`src/rtl/uart_rx_deser.sv`:
```
`default_nettype none
// ============================================================================
// Module  : uart_rx_deser
// Brief   : UART receiver with 2-flop input synchronizer, mid-bit sampling,
//           one-deep holding register, frame-error and overrun pulses.
// Rev     : 1.0  initial release
// ============================================================================
module uart_rx_deser #(
  parameter int CLKS_PER_BIT = 868,
  parameter int DATA_BITS    = 8
) (
  input  logic                 clk,
  input  logic                 rst_n,
  input  logic                 rx_i,
  output logic [DATA_BITS-1:0] rx_data_o,
  output logic                 rx_valid_o,
  input  logic                 rx_ready_i,
  output logic                 frame_err_o,
  output logic                 overrun_o,
  output logic                 busy_o
);

  localparam int CNT_W = $clog2(CLKS_PER_BIT);
  localparam int IDX_W = $clog2(DATA_BITS);
  localparam logic [CNT_W-1:0] c_HALF_M1 = CNT_W'(CLKS_PER_BIT / 2 - 1);
  localparam logic [CNT_W-1:0] c_FULL_M1 = CNT_W'(CLKS_PER_BIT - 1);
  localparam logic [IDX_W-1:0] c_LAST_IDX = IDX_W'(DATA_BITS - 1);

  typedef enum logic [2:0] {
    S_WAIT_HIGH = 3'd0,
    S_IDLE      = 3'd1,
    S_START     = 3'd2,
    S_DATA      = 3'd3,
    S_STOP      = 3'd4
  } state_t;

  state_t               r_state;
  logic                 r_rx_meta;
  logic                 r_rx_s;
  logic [1:0]           r_primed;
  logic [CNT_W-1:0]     r_cnt;
  logic [IDX_W-1:0]     r_idx;
  logic [DATA_BITS-1:0] r_shift;
  logic [DATA_BITS-1:0] r_data;
  logic                 r_valid;
  logic                 r_frame_err;
  logic                 r_overrun;

  // The synchronizer resets to 1, so its first two outputs after reset are
  // not real line samples; r_primed keeps WAIT_HIGH from trusting them.
  always_ff @(posedge clk or negedge rst_n) begin
    if (!rst_n) begin
      r_rx_meta <= 1'b1;
      r_rx_s    <= 1'b1;
      r_primed  <= 2'b00;
    end else begin
      r_rx_meta <= rx_i;
      r_rx_s    <= r_rx_meta;
      r_primed  <= {r_primed[0], 1'b1};
    end
  end

  always_ff @(posedge clk or negedge rst_n) begin
    if (!rst_n) begin
      r_state     <= S_WAIT_HIGH;
      r_cnt       <= '0;
      r_idx       <= '0;
      r_shift     <= '0;
      r_data      <= '0;
      r_valid     <= 1'b0;
      r_frame_err <= 1'b0;
      r_overrun   <= 1'b0;
    end else begin
      r_frame_err <= 1'b0;
      r_overrun   <= 1'b0;
      if (r_valid && rx_ready_i) begin
        r_valid <= 1'b0;
      end
      case (r_state)
        S_WAIT_HIGH: begin
          if (r_rx_s && r_primed[1]) begin
            r_state <= S_IDLE;
          end
        end
        S_IDLE: begin
          if (!r_rx_s) begin
            r_state <= S_START;
            r_cnt   <= '0;
          end
        end
        S_START: begin
          if (r_cnt == c_HALF_M1) begin
            r_cnt <= '0;
            if (!r_rx_s) begin
              r_state <= S_DATA;
              r_idx   <= '0;
            end else begin
              r_state <= S_IDLE;
            end
          end else begin
            r_cnt <= r_cnt + CNT_W'(1);
          end
        end
        S_DATA: begin
          if (r_cnt == c_FULL_M1) begin
            r_cnt   <= '0;
            r_shift <= {r_rx_s, r_shift[DATA_BITS-1:1]};
            r_idx   <= r_idx + IDX_W'(1);
            if (r_idx == c_LAST_IDX) begin
              r_state <= S_STOP;
            end
          end else begin
            r_cnt <= r_cnt + CNT_W'(1);
          end
        end
        S_STOP: begin
          if (r_cnt == c_FULL_M1) begin
            r_cnt <= '0;
            if (r_rx_s) begin
              r_state <= S_IDLE;
              // A same-cycle consume frees the holding register for this byte.
              if (!r_valid || rx_ready_i) begin
                r_data  <= r_shift;
                r_valid <= 1'b1;
              end else begin
                r_overrun <= 1'b1;
              end
            end else begin
              r_frame_err <= 1'b1;
              r_state     <= S_WAIT_HIGH;
            end
          end else begin
            r_cnt <= r_cnt + CNT_W'(1);
          end
        end
        default: r_state <= S_WAIT_HIGH;
      endcase
    end
  end

  assign rx_data_o   = r_data;
  assign rx_valid_o  = r_valid;
  assign frame_err_o = r_frame_err;
  assign overrun_o   = r_overrun;
  assign busy_o      = (r_state != S_IDLE);

endmodule
`default_nettype wire
```
`config.mk`:
```
export PLATFORM = sky130hd
export DESIGN_NAME = uart_rx_deser
export DESIGN_NICKNAME = d
export VERILOG_FILES = /design/src/rtl/uart_rx_deser.sv
export SDC_FILE = /design/constraint.sdc
export NUM_CORES = 1
export LEC_CHECK = 0
export CORE_ASPECT_RATIO = 0.75
export CORE_MARGIN = 10
export CORE_UTILIZATION = 55
export DETAILED_ROUTE_END_ITERATION = 6
export HOLD_SLACK_MARGIN = 0.12
export PLACE_DENSITY = 0.77
export SLEW_MARGIN = 20
export SYNTH_ARGS = -nofsm -noshare
export SYNTH_HDL_FRONTEND = slang
export SYNTH_SLANG_ARGS = --single-unit
```
`constraint.sdc`:
```
create_clock -name clk -period 2.2 [get_ports clk]
set_input_delay 0.44 -clock clk [delete_from_list [all_inputs] [get_ports clk]]
set_output_delay 0.44 -clock clk [all_outputs]
set_load 0.02 [all_outputs]
```
==> run summary <==
Number of different library cells in the post-synthesis netlist: 48
Synthesized Nets: 170
Critical-path cell with the highest stage delay: dfrtp_1
Portion of synthesized cell area occupied by the leading cell type: 0.4811
Global-route wire length before repair: 6.824 mm
Die Y: 71.23 um
Least-Margin Pin Slew: 0.8419 ns
Final antenna diode count: 0
Max Clock Freq: 496.1 MHz
Maximum fanout encountered on the critical timing path: 8
Row count: 18
Number of flip-flops and latches in the synthesized netlist: 39
Initial detailed-routing violation count: 136
Post-route clock period utilization: 0.9162
Biggest area consumer among synthesized cells: dfrtp_1
TritonCTS clock tree: yes
Largest net degree at the start of global routing: 40
CP Launch Type: flop
Total iterations of the first detailed-routing run: 4
Critical Path Start: r_cnt[0]
Primary flip-flop cell chosen by synthesis mapping: dfrtp_1
Number of enable-type register cells in the synthesized netlist: 0
CTS max path bufs: 2
Clock root cell: clkbuf_8
Leakage: 0.9750 nW
Via count of the first global-routing pass: 1,381
Number of warnings printed during yosys synthesis: 0
Fraction of layout cells with a size suffix above 1: 0.2674
Hold Vio Cnt, Final: 0
Slew Viols, Final: 0
Worst path cell trace: ha_1, nand4bb_4, nor4_4, buf_4, o32ai_4, nor2_2, o211ai_1
Most frequent cell after synthesis: dfrtp_1
Max Clock Skew: 0.008275 ns
Pre-CTS WS: 0.2384 ns
Number of setup violations in the final report: 0
IO Port Bufs: 15
Sequential element share of the synthesized area: 0.5085
RSZ-0062 raised after global routing: no
Average via count per standard cell: 5.903
Number of DRC violations after detailed routing: 0
Buffers and inverters on the worst path: 1
Area of the die: 6289 um^2
Final critical-path setup slack: 0.1843 ns
Largest voltage drop on the vdd net: 0.5260 mV
Cell Count Post-Placement: 220
Worst Setup End Kind: flop
Number of max-cap violations: 0
Data required time of the worst path: 2.35 ns
Kind of critical path: flop to flop
Total routing usage reported by global routing: 0.1350
Total overflow reported by the global router: 0
Horizontal die dimension: 88.30 um
Outcome: finished clean
Syn-to-layout area delta: 15.73%
Crit path largest cell delay: 0.45 ns
Top cell types by occurrence after synthesis: 37 x dfrtp_1, 15 x o21ai_0, 12 x nand2_1, 10 x mux2_4
Slew margin rel.: 0.4387
Area inside the core boundary: 3333 um^2
TritonCTS Buffers: 5
Post-route antenna net violation count: 0
I/O pins: 16
Post-CTS Hold Fix Bufs: 0
Number of filler instances in the final layout: 270
Worst r2r src: r_cnt[0]
Async set or reset register ratio after synthesis: 1.000
Crit path DAT: 2.16 ns
Post-detailed-placement half-perimeter wirelength: 2.777 mm
Placer congestion estimate: 0.9341
Class of the worst hold path: input port to asynchronous set/reset pin
WL/cell: 17.17 um
Area of the mapped netlist: 1924 um^2
Mean Syn Cell Area: 11.88 um^2
Total negative slack for setup checks: 0 ns
Sinks on Clock Net: 39
Routed vias: 1,340
Clock-pin transition on the worst setup and hold timing paths: 0.07 ns
Power per cell area: 897.6 nW/um^2
Total detailed-routing wirelength: 3.897 mm
Crit-path leading delay family: simple AND/OR/NAND/NOR gates
Initial antenna violation count: 0
Initial core utilization: 0.5773
H-tree level count: 2
Clk Latency, worst-skew pair: 0.29 ns
Ranking of synthesized cells by area: dfrtp_1 48%, mux2_4 7.8%, o21ai_0 3.9%
Post-route non-filler standard cell count: 227
Gate count after technology mapping: 162
Post-layout minimum cycle time: 2.016 ns
Net total in the final layout: 195
-- path summary, 6_finish.rpt --
check	cells past startpoint	endpoint	slack (ns)
min reg2reg	0	r_primed[1]	0.35
max reg2reg	7	r_cnt[9]	0.18
min	1	rx_data_o[0]	0.26
max in group asynchronous	1	r_shift[5]	1.42
min in group clk	0	r_primed[1]	0.35
max	7	r_cnt[9]	0.18
-- layout make-up --
class	instances	area, um^2	share of cell area
well taps	40	50.05	0.02247
clock inverters	1	5.005	0.002247
clock buffers	6	82.58	0.03708
flip-flops and latches	39	978.4	0.4393
repair buffers	22	200.2	0.08989
inverters	8	30.03	0.01348
multi-input cells	111	880.8	0.3955
-- through the flow --
stage          power (mW)    util  instance area (um^2)  hold slack, ns
2_1_floorplan       1.354       -                  1924          0.1444
4_1_cts             2.002  0.6674                  2225          0.2859
5_1_grt             2.129  0.6682                  2227          0.3217
3_3_place_gp        1.498  0.6411                  2137          0.3374
6_report            1.999  0.6682                  2227          0.2566
3_5_place_dp        1.523  0.6411                  2137          0.3403
-- routing by layer --
layer | track usage | share of wire | vias up
li1 | - | - | 639
met1 | 0.1886 | 0.46 | 654
met2 | 0.1927 | 0.46 | 41
met3 | 0.04068 | 0.066 | 6
met4 | 0.04830 | 0.011 | 0
met5 | 0 | 0 | -
-- power by group --
group / switching, mW / internal [mW] / leakage [nW] / total (mW)
sequential: 0.132 / 0.799 / 0.517 / 0.931
combinational: 0.356 / 0.239 / 0.411 / 0.596
clock: 0.227 / 0.246 / 0.0470 / 0.472
total: 0.715 / 1.28 / 0.975 / 2.00
-- sequential cells by signal (all words and copies together), names as in the netlist --
name / cells
r_rx_s: 1
r_state: 3
r_shift: 8
r_primed: 2
overrun_o: 1
r_rx_meta: 1
frame_err_o: 1
rx_data_o: 8
rx_valid_o: 1
r_idx: 3
r_cnt: 10
-- cell usage in the layout, fill, tap and decap left out, types with 2 or more instances in the layout --
cell type and count:
clkdlybuf4s50_1 13, nand3_1 6, o211ai_1 3, dfrtp_1 37, o21a_1 2, nor2_1 7
a21oi_1 3, o21ai_0 15, nand2b_1 2, o21ai_1 2, clkbuf_8 6, dfstp_2 2
and3_2 2, a31oi_1 3, inv_1 7, ha_1 4, mux2_2 5, mux2_4 10
nor3_4 2, nand2_1 12, buf_4 7, nand4_1 2, nor3_1 3, o22ai_1 5
-- cell families after synthesis --
group,share of synthesized area
simple gates,0.1918
flops,0.5085
compound gates,0.1209
mux,0.1125
buf+inv,0.03381
fa+ha+maj,0.02601
other cells,0.001949
xor+xnor,0.004552
-- worst reg2reg max path, delay by kind of cell (launching register included) --
| kind | cells | cell delay [ns] |
|---|---|---|
| AO/OA/AOI/OAI | 2 | 0.30 |
| flip-flops | 1 | 0.45 |
| AND/OR/NAND/NOR | 3 | 0.70 |
| adder cells (fa/ha/maj) | 1 | 0.25 |
| buffers and inverters | 1 | 0.19 |
-- timing repair --
item,CTS,global route
resized for setup,0,1
endpoints found under the setup margin,0,1
setup buffers,0,0
hold endpoints to repair,0,0
No activity file was read; power rests on OpenSTA's default activity.
